File: config.mk
export PLATFORM = sky130hd
export DESIGN_NAME = hazard_unit_sb
export DESIGN_NICKNAME = d
export VERILOG_FILES = /design/src/rtl/hazard_unit_sb.sv
export SDC_FILE = /design/constraint.sdc
export NUM_CORES = 1
export LEC_CHECK = 0
export ABC_AREA = 0
export BUFFER_PORTS_ARGS = -buffer_cell sky130_fd_sc_hd__clkbuf_2
export CORE_ASPECT_RATIO = 2
export CORE_MARGIN = 4
export CORE_UTILIZATION = 45
export DETAILED_ROUTE_END_ITERATION = 8
export PLACE_DENSITY_LB_ADDON = 0.25
export RECOVER_POWER = 50
export SETUP_SLACK_MARGIN = 0.3
export SLEW_MARGIN = 20
export SYNTH_ARGS = -nofsm -noshare
export SYNTH_HDL_FRONTEND = slang
export SYNTH_SLANG_ARGS = --single-unit
File: constraint.sdc
create_clock -name i_clk -period 1.8 [get_ports i_clk]
set_input_delay 0.18 -clock i_clk [delete_from_list [all_inputs] [get_ports i_clk]]
set_output_delay 0.18 -clock i_clk [all_outputs]
set_load 0.01 [all_outputs]
File: src/rtl/hazard_unit_sb.sv
// ----------------------------------------------------------------------------
// hazard_unit_sb
//
// Purpose:
//   Hazard unit for a 5-stage pipeline with a multi-cycle (MUL/DIV) side unit.
//   It handles the following:
//     - M/W operand forwarding into the E stage (M has priority over W).
//     - Load-use detection with a programmable stall length of LOAD_STALL
//       bubbles.
//     - A register scoreboard that tracks outstanding multi-cycle results.
//       It raises RAW/WAW stalls in D, plus a structural stall while the
//       multi-cycle unit is busy.
//     - Branch redirect: flush of IF-ID and ID-EX, with the PC kept free to
//       take the redirect.
//
// Parameters:
//   REG_AW      register address width
//   NUM_REGS    number of architectural registers (2**REG_AW)
//   LOAD_STALL  bubbles inserted per load-use hazard (1..7)
//
// Ports:
//   i_clk, i_rst_n            clock, synchronous active-low reset
//   i_rs1_d, i_rs2_d, i_rd_d  D-stage sources / destination
//   i_mc_op_d                 D-stage instruction is multi-cycle
//   i_rs1_e, i_rs2_e, i_rd_e  E-stage sources / destination
//   i_reg_write_e             E instruction writes rd
//   i_result_src_e0           E instruction is a load
//   i_mc_issue_e              E instruction issues to the multi-cycle unit
//   i_mc_busy                 multi-cycle unit cannot accept an op
//   i_mc_done, i_mc_rd_done   multi-cycle writeback this cycle and its rd
//   i_rd_m, i_rd_w            M/W destination registers
//   i_reg_write_m/_w          M/W write enables
//   i_pc_src_e                taken branch/jump resolved in E
//   o_forward_a_e/_b_e        2'b10 = M, 2'b01 = W, 2'b00 = regfile
//   o_stall_f, o_stall_d      hold PC / IF-ID register
//   o_flush_d, o_flush_e      clear IF-ID / ID-EX register
//   o_lw_stall                load-use stall active
//   o_mc_stall                scoreboard / structural stall active
//   o_pending                 scoreboard bitmap (debug)
// ----------------------------------------------------------------------------
module hazard_unit_sb #(
   parameter int unsigned REG_AW     = 5,
   parameter int unsigned NUM_REGS   = 2**REG_AW,
   parameter int unsigned LOAD_STALL = 1
) (
   input  logic                i_clk,
   input  logic                i_rst_n,
   // D stage
   input  logic [REG_AW-1:0]   i_rs1_d,
   input  logic [REG_AW-1:0]   i_rs2_d,
   input  logic [REG_AW-1:0]   i_rd_d,
   input  logic                i_mc_op_d,
   // E stage
   input  logic [REG_AW-1:0]   i_rs1_e,
   input  logic [REG_AW-1:0]   i_rs2_e,
   input  logic [REG_AW-1:0]   i_rd_e,
   input  logic                i_reg_write_e,
   input  logic                i_result_src_e0,
   input  logic                i_mc_issue_e,
   // multi-cycle unit
   input  logic                i_mc_busy,
   input  logic                i_mc_done,
   input  logic [REG_AW-1:0]   i_mc_rd_done,
   // M / W stages
   input  logic [REG_AW-1:0]   i_rd_m,
   input  logic [REG_AW-1:0]   i_rd_w,
   input  logic                i_reg_write_m,
   input  logic                i_reg_write_w,
   // branch resolution
   input  logic                i_pc_src_e,
   // outputs
   output logic [1:0]          o_forward_a_e,
   output logic [1:0]          o_forward_b_e,
   output logic                o_stall_f,
   output logic                o_stall_d,
   output logic                o_flush_d,
   output logic                o_flush_e,
   output logic                o_lw_stall,
   output logic                o_mc_stall,
   output logic [NUM_REGS-1:0] o_pending
);

   // First-cycle reload value. The detecting cycle itself is the first bubble.
   localparam logic [2:0] LCNT_INIT = 3'(LOAD_STALL - 1);

   logic [2:0]          r_lcnt;
   logic [2:0]          w_lcnt_d;
   logic [NUM_REGS-1:0] r_pending;
   logic [NUM_REGS-1:0] w_pending_d;

   logic [NUM_REGS-1:0] w_set_mask;
   logic [NUM_REGS-1:0] w_clr_mask;
   logic [NUM_REGS-1:0] w_pend_eff;

   logic                w_lu_hit;
   logic                w_raw;
   logic                w_waw;
   logic                w_struct;
   logic                w_stall;

   // -------------------------------------------------------------------------
   // Forwarding. A match needs both the address and the write enable, and a
   // source of x0 never forwards.
   // -------------------------------------------------------------------------
   always_comb begin
      o_forward_a_e = 2'b00;
      if ((i_rs1_e != '0) && i_reg_write_m && (i_rd_m == i_rs1_e)) begin
         o_forward_a_e = 2'b10;
      end else if ((i_rs1_e != '0) && i_reg_write_w && (i_rd_w == i_rs1_e)) begin
         o_forward_a_e = 2'b01;
      end
   end

   always_comb begin
      o_forward_b_e = 2'b00;
      if ((i_rs2_e != '0) && i_reg_write_m && (i_rd_m == i_rs2_e)) begin
         o_forward_b_e = 2'b10;
      end else if ((i_rs2_e != '0) && i_reg_write_w && (i_rd_w == i_rs2_e)) begin
         o_forward_b_e = 2'b01;
      end
   end

   // -------------------------------------------------------------------------
   // Load-use detection and stall counter
   // -------------------------------------------------------------------------
   assign w_lu_hit = i_result_src_e0 & i_reg_write_e & (i_rd_e != '0) &
                     ((i_rd_e == i_rs1_d) | (i_rd_e == i_rs2_d));

   // A redirect squashes the dependent instruction, so any remaining bubbles
   // are dropped.
   always_comb begin
      w_lcnt_d = r_lcnt;
      if (i_pc_src_e) begin
         w_lcnt_d = 3'd0;
      end else if (w_lu_hit && (r_lcnt == 3'd0)) begin
         w_lcnt_d = LCNT_INIT;
      end else if (r_lcnt != 3'd0) begin
         w_lcnt_d = r_lcnt - 3'd1;
      end
   end

   assign o_lw_stall = w_lu_hit | (r_lcnt != 3'd0);

   // -------------------------------------------------------------------------
   // Scoreboard. Bit 0 is never decoded, which keeps x0 permanently clear.
   // -------------------------------------------------------------------------
   always_comb begin
      w_set_mask = '0;
      w_clr_mask = '0;
      for (int unsigned k = 1; k < NUM_REGS; k++) begin
         w_set_mask[k] = i_mc_issue_e & (i_rd_e == REG_AW'(k));
         w_clr_mask[k] = i_mc_done & (i_mc_rd_done == REG_AW'(k));
      end
   end

   // Set is applied after clear, so a same-cycle set/clear on one reg sets.
   always_comb begin
      w_pending_d    = (r_pending & ~w_clr_mask) | w_set_mask;
      w_pending_d[0] = 1'b0;
   end

   // A writeback this cycle already resolves its register, which avoids an
   // extra bubble.
   assign w_pend_eff = r_pending & ~w_clr_mask;

   assign w_raw    = w_pend_eff[i_rs1_d] | w_pend_eff[i_rs2_d];
   assign w_waw    = (i_rd_d != '0) & w_pend_eff[i_rd_d];
   assign w_struct = i_mc_op_d & i_mc_busy;

   assign o_mc_stall = w_raw | w_waw | w_struct;
   assign o_pending  = r_pending;

   // -------------------------------------------------------------------------
   // Stall / flush combination. The PC must not be held while a redirect is
   // resolving.
   // -------------------------------------------------------------------------
   assign w_stall   = o_lw_stall | o_mc_stall;
   assign o_stall_f = w_stall & ~i_pc_src_e;
   assign o_stall_d = w_stall & ~i_pc_src_e;
   assign o_flush_d = i_pc_src_e;
   assign o_flush_e = w_stall | i_pc_src_e;

   // -------------------------------------------------------------------------
   // State
   // -------------------------------------------------------------------------
   always_ff @(posedge i_clk) begin
      if (!i_rst_n) begin
         r_lcnt    <= 3'd0;
         r_pending <= '0;
      end else begin
         r_lcnt    <= w_lcnt_d;
         r_pending <= w_pending_d;
      end
   end

endmodule
Word-level counts from Yosys, hierarchy flattened
Cells that the tools add are included.

Add/subtract/negate cells: 1. $mul: 0. Divide/modulo/power cells: 0. $lt $le $gt $ge: 3. Equal/unequal tests: 68. Shift-type cells: 0. Muxes and demuxes: 10. Bitwise gates (word level): 80. Reductions and logical operators: 16.

Operators with widths (count): $eq 5x5->1 const B (32); $eq 5x4->1 const B (16); $and 1x1->1 (68); $eq 5x3->1 const B (8); $and 32x32->32 (1); $not 32->32 (1); $or 32x32->32 (1); $eq 5x5->1 (6); $eq 5x2->1 const B (4); $reduce_bool 5->1 (4); $lt 5x6->1 const B (3); $bmux 1 s5 (3); $eq 5x1->1 const B (2); $logic_and 1x1->1 (9); $or 1x1->1 (7); $mux 1 (5); $mux 2 (2); $logic_not 3->1 (1); $reduce_bool 3->1 (1); $reduce_or 3->1 (1); $sub 3x1->3 const B (1); $not 1->1 (2).

Register bits: 35. Bits in latches: 0. RAM bits: 0. Bits in read-only memories: 0. Input bits: 56. Output and inout port bits: 42. Logic and storage cells: 181. Memories: 0.

Logic depth before layout (Yosys ltp)
Gate-level depths: netlist of the first run.

Depth in word-level cells: 11. Gate-level depth with buffers: 10. Gate-level depth less buffers: 7.

Least setup slack after synthesis of the first run
OpenSTA, ideal clock, no wires.

Path type: input -> output. From: input port i_rd_d[0]. To: output port o_stall_f. Arrival time: 1.891 ns. Data required time: 1.620 ns. Setup slack: -0.271 ns. Stages on the path: 9. Path buffers: 3. Cells stage by stage: buf_2 -> clkbuf_1 -> o2111ai_1 -> nand4_1 -> o21ai_1 -> o31ai_1 -> nor4_2 -> a21oi_1 -> buf_4.

Longest elaborated chain between the ends: 7. Elaborated cells between the ends (all ways): 8. Classes of those cells: mux: 2; bitwise: 5; reduce/logical: 1.

Ends and longest elaborated chain: from (decl) (RTL line 51) `input logic [REG_AW-1:0] i_rd_d,`; $bmux 1 s5 (RTL line 167) `assign w_waw = (i_rd_d != '0) & w_pend_eff[i_rd_d];`; $mux 1 (implied by the code) (RTL line 167); $and 1x1->1 * (RTL line 167); $or 1x1->1 * (2 in series) (RTL line 170) `assign o_mc_stall = w_raw | w_waw | w_struct;`; $or 1x1->1 * (RTL line 177) `assign w_stall = o_lw_stall | o_mc_stall;`; $and 1x1->1 *; to (decl) (RTL line 74) `output logic o_stall_f,`.

Every way passes the cells marked *; elsewhere a longest branch is shown, timed or not. The select of a mux whose other input is x is not followed.

Worst setup path after layout of the first run
From: input port i_mc_rd_done[0]. To: output port o_mc_stall.

Longest elaborated chain between the ends: 9. Elaborated cells between the ends (all ways): 74. Classes of those cells: eq/ne: 31; mux: 6; bitwise: 37.

Ends and longest elaborated chain: from (decl) (RTL line 63) `input logic [REG_AW-1:0] i_mc_rd_done,`; $eq 5x1->1 (tied with other cells) (RTL line 152) `w_clr_mask[k] = i_mc_done & (i_mc_rd_done == REG_AW'(k));`; $and 1x1->1 (RTL line 152); $not 32->32 * (RTL line 164) `assign w_pend_eff = r_pending & ~w_clr_mask;`; $and 32x32->32 * (RTL line 164); $bmux 1 s5 (on tied branches) (RTL line 166, 167); $mux 1 (on tied branches) (RTL line 166, 167); $or 1x1->1 / $and 1x1->1 (equally long branches) (RTL line 166, 167); $or 1x1->1 * (2 in series) (RTL line 170); to (decl) (RTL line 79) `output logic o_mc_stall,`.

Marked as above.

==> impl.org, run 1 <==
** Setup path
- Library cell contributing the largest single delay on the critical path :: nor4_4
- Traced cell by cell, the critical path runs through buf_6 > buf_6 > or2_4 > buf_6 > o211ai_1 > o211ai_1 > a21oi_1 > o22ai_2 > nor4_4 > nand4_1 > clkbuf_2.
- STA puts the critical path data arrival time at 2280 ps.
- Critical path buffer and inverter count :: 4
- The worst setup path is of the in -> out kind.
- Data on the critical path is required at its endpoint by about 1600 ps.
- STA classifies the critical path startpoint as an input pin.
- Highest cell delay on the worst timing path :: slightly above 400 ps
- Among the stages of the critical path, the cell type that occurs most often is buf_6.
- Of all nets on the critical path, the largest fanout is 5.
- STA classifies the critical path endpoint as a primary output.
- CP top delay family :: simple AND/OR/NAND/NOR gates

** Cells and area
- In the final layout, the share of cells above drive strength 1 is 0.4969.
- After filler insertion, the fill cell instance count of the layout stands at ~480.
- Summing all multi-input logic gate instances after layout gives roughly 0.0026 sq mm.
- The repair_antennas step left the layout with diodes totalling 0.
- Once layout is done, the placed cells without fillers occupy about 0.0053 sq mm.
- The sequential cells in the finished layout cover a total of between 600 and 700 sq um.
- The final layout contains 700 nets.
- The area growth from synthesis to layout is 73.48%.
- Layout Utilization :: 0.8071

** Pwr
- Standby leakage power :: 0.002284 uW
- The design draws between 2000 and 2500 uW.
- Maximum ir drop on the vdd rail :: around 0.44 mV
- Power spread over the standard cell area amounts to 458.8 mW/mm^2.

** Clock network
- The H-tree was split into 2 levels.
- Clock tree synthesis inserted a total of 5 buffers.
- Clock transition at the registers of the reported paths :: ~50 ps
- Clock latency reported for the late side of the worst-skew pair :: about 280 ps
- Worst-case clock buffer depth :: 2
- The tree is rooted in a clkbuf_16.
- Number of clock sinks seen by CTS :: 34
- The number of hold buffers added after CTS was 0.
- TritonCTS built the clock tree.

** Run status
- Status :: finished, violations left
- Failing checks :: setup timing

** Yosys
- dfxtp_1 takes more of the synthesized area than any other cell.
- In this run, synthesis produced a sequential element count of 34.
- Largest cells by area after synthesis :: dfxtp_1, a21boi_0, xnor2_1
- Post-synthesis instance area :: a little over 0.003 sq mm
- Fraction of post-synthesis cell area in the top cell type by area :: 0.2210
- Synthesized instance count :: between 400 and 500
- Counting distinct cell types in the post-synthesis netlist gives just over 60.
- Number of enable-type register cells in the synthesized netlist :: 0
- For this run, asynchronously set or reset flops after synthesis account for 0.
- After synthesis, the most frequently instantiated cells are nand2_1, dfxtp_1, a21boi_0, nor2_1, o21ai_0.
- Most frequently used flop master after synthesis :: dfxtp_1
- Mean instance size in the synthesized netlist :: ~7.6 sq um
- Mapped Nets :: ~470
- Of the synthesized area, sequential elements account for 0.2210.
- Yosys printed 0 warnings.
- Most numerous cell in the Yosys netlist :: nand2_1

** Route
- After detailed routing, the number of vias per cell comes to 6.271.
- The detailed router placed about 4600 vias in this run.
- In this run the remaining antenna-violating nets after routing total 0.
- DR WL/cell :: approximately 22 microns
- Signal routing reaches up to met4.
- The detailed router put a total of 5206 microns of wire on met1.
- Wire segments on met2 add up to around 8400 microns in the final route.
- The first TritonRoute pass finished after 7 iterations.
- The routed design has 16360 microns of wire.
- After detailed routing, the met3 layer carries 1206 microns of wire.
- # DRC :: 0
- First DRT Iteration DRCs :: about 470

** Placed design
- At the end of routability-driven placement, the weighted congestion stood at 1.094.
- During placement, the flow inserted port buffers numbering 96.
- HPWL after detailed placement :: roughly 12000 microns
- Summing all placed instances gives a cell area of 0.004651 sq mm.

** Floorplanning
- From left edge to right edge, the die measures between 60 and 70 microns.
- The floorplan has 42 rows.
- Number of top-level pins :: just under 100
- Die Y :: 125.0 microns
- Initial cell density of the core :: 0.4652
- The core region is 0.006621 sq mm.
- Overall die area :: just over 0.008 sq mm

** STA
- On the final layout, the worst clock skew is 0.1293 ps.
- Worst Max-Slew Pin Slew :: 582.6 ps
- Minimum setup slack in the final design :: -660.9 ps
- Setup total negative slack on the finished layout was measured at -2424 ps.
- For the finished layout, the period the worst path requires is 2461 ps.
- Unrepaired setup endpoints after global routing :: true
- Relative slew slack :: 0.6086
- Final setup violation count :: 4
- The final hold violation count was 0.
- Highest clock rate :: ~0.4 GHz
- Post-route clock period utilization :: 1.367
- Smallest hold slack :: approximately 270 ps
- The total count of max-transition violations in the final report is 0.

** Global route
- Maximum number of pins on one net before global-route repair :: 32
- The number of global-route vias before repair came to 4658.
- After global routing the overflow that remains totals 0.
- Across every metal layer, demand over resource in global routing totals 0.3775.
- The initial antenna violation count was 0.
- Wire length of the first global-routing pass :: around 24000 microns

** Job
- Max-cap violations in this run came to 0.

** Worst hold path
- The min-delay analysis places its worst path in the category in -> reg.
==> cell families (layout without fill, tap and decap cells) <==
kind of cell / after synthesis / count (layout) / share of synthesized area
and+or+nand+nor: 151 / 152 / 0.2620
AOI/OAI and AO/OA: 132 / 132 / 0.3014
buffers and inverters: 38 / 271 / 0.05158
DFF: 34 / 34 / 0.2210
xor gates and xnor gates: 33 / 33 / 0.09382
muxes: 17 / 17 / 0.06093
adders and majority gates: 2 / 2 / 0.008122
other: 1 / 1 / 0.001217
==> sequential cells by signal, summed over array words and instances (netlist names) <==
name / cells
r_lcnt: 3
o_pending: 31
==> through the flow <==
stage,setup slack (ps),instances
finish,-660.9,730
floorplan,-191.8,408
global route,-755.8,730
global placement,-704.0,708
CTS,-515.8,720
detailed placement,-705.6,708
==> cell usage in the layout (no fill, tap or decap), types with 3 or more instances in the layout <==
cell / instances
o2111ai_1: 9
o21ai_1: 9
dfxtp_1: 30
mux2_2: 4
buf_8: 4
clkbuf_16: 6
xor2_1: 9
nor2b_1: 6
dfxtp_2: 4
o21ai_2: 14
o311ai_1: 3
nand4b_1: 4
nor4_4: 4
xnor2_1: 17
nand2_1: 47
nand4_1: 10
buf_6: 10
inv_1: 11
o2111ai_2: 3
clkbuf_1: 10
clkbuf_2: 68
o21ai_0: 13
nor3_1: 14
a22oi_1: 4
buf_2: 7
xnor2_2: 6
mux2i_1: 12
o211ai_1: 15
nand2b_1: 9
nor2_1: 26
a21boi_0: 30
a21oi_1: 8
clkbuf_8: 3
buf_4: 149
==> metal layers <==
| layer | vias to the layer above | track usage |
|---|---|---|
| li1 | 2001 | - |
| met1 | 2130 | 0.3710 |
| met2 | 320 | 0.6497 |
| met3 | 127 | 0.06912 |
| met4 | 0 | 0.3150 |
| met5 | - | 0 |
==> power breakdown <==
group	internal (uW)	switching [uW]
sequential	765	9.99
combinational	408	457
clock	505	307
==> worst min-delay path, cell delays in order <==
cell and delay (ps):
clkbuf_2 130, nor3b_2 70, o211a_1 120
==> final timing paths <==
check	start	endpoint	slack, ps	depth (start not counted)
max reg2reg	r_lcnt[0]	r_lcnt[0]	570	6
max	i_mc_rd_done[0]	o_mc_stall	-660	11
min	i_pc_src_e	r_lcnt[1]	270	3
min reg2reg	r_lcnt[1]	r_lcnt[1]	530	1
==> area by class of cell <==
type	count	area share
repair buffers	252	0.3327
well taps	88	0.02060
clock buffers	7	0.02482
multi-input cells	337	0.4851
flip-flops and latches	34	0.1283
inverters	12	0.008429
==> what timing repair did <==
item,in CTS,in global routing
gates resized for setup,57,60
gates cloned,0,1
setup endpoints to repair,10,10
setup buffers,5,9
pin swaps,14,26
Note: power is estimated with default switching activity, not from simulation.
==> run 2: changes to the inputs <==
- clock period: 1.8 -> 2.8 ns (I/O delays scaled with it)
==> impl.org, run 2 (same netlist as run 1, synthesis figures left out) <==
** Run status
- Status :: complete, no violations

** Clock network
- Buffer cell driving the clock tree root :: clkbuf_16
- Number of clock buffers inserted by TritonCTS :: 5
- CTS H-tree lvls :: 2
- The clock net in this run drives a total of 34 sinks.
- At the later pin of the worst-skew pair, clock insertion delay measures about 280 ps.
- TritonCTS built the clock tree.
- Clock-pin slew was measured on the worst setup and hold paths at about 50 ps.
- The longest clock path from root to sink contains 2 buffers.

** Worst hold path
- The worst hold path begins at i_pc_src_e.
- Class of the tightest hold or removal check :: in -> reg
- Worst hold path endpoint :: r_lcnt[1]
- Number of cells on the worst hold path :: 3

** STA
- Between clock sinks in the finished design, the worst skew comes to 0.6285 ps.
- Final Hold Violating Endpoints :: 0
- The worst path needs roughly 2600 ps of the cycle, external delays included.
- Setup repair after global routing could not meet its margin everywhere.
- The total count of max-transition violations in the final report was 0.
- Setup total negative slack on the finished layout was measured at 0 ps.
- Highest clock rate :: approximately 0.39 GHz
- The worst pin sits at a relative slew slack of 0.3169.
- Setup slack on the critical path of the routed design comes to around 240 ps.
- Post-route clock period utilization :: 0.9132
- For the pin with the worst max-slew slack, the measured transition is 1022 ps.
- Setup violations remaining at the end of the flow were counted as 0.

** Route
- DR WL/cell :: about 24 microns
- First-pass iteration count of the detailed router :: 5
- Via count normalized by instance count :: approximately 6.7
- For this run, design rule violations remaining after detail routing come to 0.
- Remaining antenna violation count after routing :: 0
- First DRT Iteration DRCs :: between 500 and 600
- Summed over all layers, the routed wires come to between 10000 and 15000 microns.
- Vias after detailed routing :: 4021

** Cells and area
- Net total in the final layout :: approximately 570
- Most common cell after layout, fill and taps aside :: clkbuf_2
- The number of antenna diodes in the final layout is 0.
- The area growth from synthesis to layout is 32.94%.
- Highest-count cells in the layout ignoring fill and taps :: clkbuf_2, nand2_1, clkbuf_1, dfxtp_1, a21boi_0
- Area of the multi-input gates :: approximately 0.0024 sq mm
- Fill cell count :: roughly 630
- The register with the most flip-flops in the layout has 31 of them.
- Reg area :: roughly 680 sq um
- Final standard cell area without fillers :: 0.004095 sq mm
- Of the cells placed in the final design, the portion with a size suffix greater than 1 is 0.2588.

** Global route
- GRT Total Usage :: 0.3443
- Maximum number of pins on one net before global-route repair :: 33
- The first global-routing pass estimated 21400 microns of wire.
- Remaining global-route overflow :: 0
- The number of global-route vias before repair is 3940.
- Antenna violations before repair :: 0

** Pwr
- In this run the power density over the cells is ~360 mW/mm^2.
- Maximum ir drop on the vdd rail :: between 0.2 and 0.3 mV
- Standby leakage power :: about 0.0015 uW

** Setup path
- Worst reg2reg path depth :: 6
- Capture point of the worst reg-to-reg path :: r_lcnt[1]
- CP Max Fanout :: 7
- Critical Path End Type :: primary output
- The worst setup path is of the in -> out kind.
- Data required, critical path :: ~2500 ps
- The setup check on the worst reg-to-reg path leaves a slack of roughly 1400 ps.
- Endpoint arrival time on the critical path :: about 2300 ps
- Type of element launching the critical path :: input pin
- Startpoint of the worst register-to-register path :: r_lcnt[0]
- The most critical setup path has its startpoint at i_mc_rd_done[1].

** Placed design
- GPL Wtd Cong :: 1.088
- The placed instances occupy a cell area of ~0.0037 sq mm.
- Port Buffer Count :: 96
- Timing analysis after detailed placement gives a worst setup slack of -63.29 ps.
- HPWL after detailed placement :: approximately 11000 microns

** Floorplanning
- Cell row count :: 42
- Number of top-level pins :: 98
- The die is between 100 and 150 microns tall.
- The initial utilization of the core area, before any placement, comes to 0.4652.
- The floorplan step set the die width to 66.51 microns.
- The total area inside the core boundary comes to 0.006621 sq mm.
- The die covers 0.008314 sq mm.

** Job
- Maxcap violations :: 0
run 2: changes by cell type in the layout (fill, tap and decap cells not counted), sizes merged:
cell,previous run,this run
clkbuf,89,100
buf,170,31
run 2: report_power, final:
part           leakage (uW)  internal, uW  total, uW  switching, uW
sequential         0.000274           491        498           6.94
combinational       0.00117           161        414            253
clock             0.0000640           326        543            217
run 2: worst max-delay path, cell delays in order:
cell and delay [ps]:
clkbuf_16 130, or4b_4 650, o21ai_4 200, o2111ai_1 140, nand2_1 100, o22ai_1 120, nor4_4 370, nand4_1 110
buf_2 160
run 2: area by class of cell:
cell class / count / area share
Multi-Input combinational cell: 337 / 0.5949
Clock buffer: 7 / 0.03239
Timing Repair Buffer: 124 / 0.1687
Inverter: 12 / 0.01100
Tap cell: 88 / 0.02689
Sequential cell: 34 / 0.1662
run 2: how the worst max path moves through the flow:
| stage | to | slack [ps] | cells after the start |
|---|---|---|---|
| detailed placement | o_stall_f | -60 | 9 |
| finish | o_mc_stall | 240 | 9 |
| global placement | o_mc_stall | -100 | 9 |
| floorplan | o_stall_f | 530 | 9 |
| CTS | o_mc_stall | 260 | 9 |
| global route | o_stall_d | 120 | 10 |
run 2: per-layer routing:
metal / track usage / part of all wire
met1: 0.3643 / 0.33
met2: 0.6028 / 0.51
met3: 0.05206 / 0.086
met4: 0.2251 / 0.072
met5: 0 / 0
run 2: metrics by stage:
step,util,instances,power [uW],hold slack (ps)
final,0.6185,602,1454,367.7
after floorplan,-,408,711.7,433.8
after detailed placement,0.5644,590,871.1,498.0
after CTS,0.6117,599,1427,369.3
after global placement,0.5644,590,868.1,483.0
after global routing,0.6185,602,1487,418.8
run 2: what timing repair did:
| action | in CTS | in global routing |
|---|---|---|
| pin swaps | 8 | 6 |
| cloned | 0 | 1 |
| buffers inserted | 2 | 2 |
| hold buffers | 0 | 0 |
| setup endpoints to repair | 4 | 4 |
| gates resized for setup | 32 | 22 |
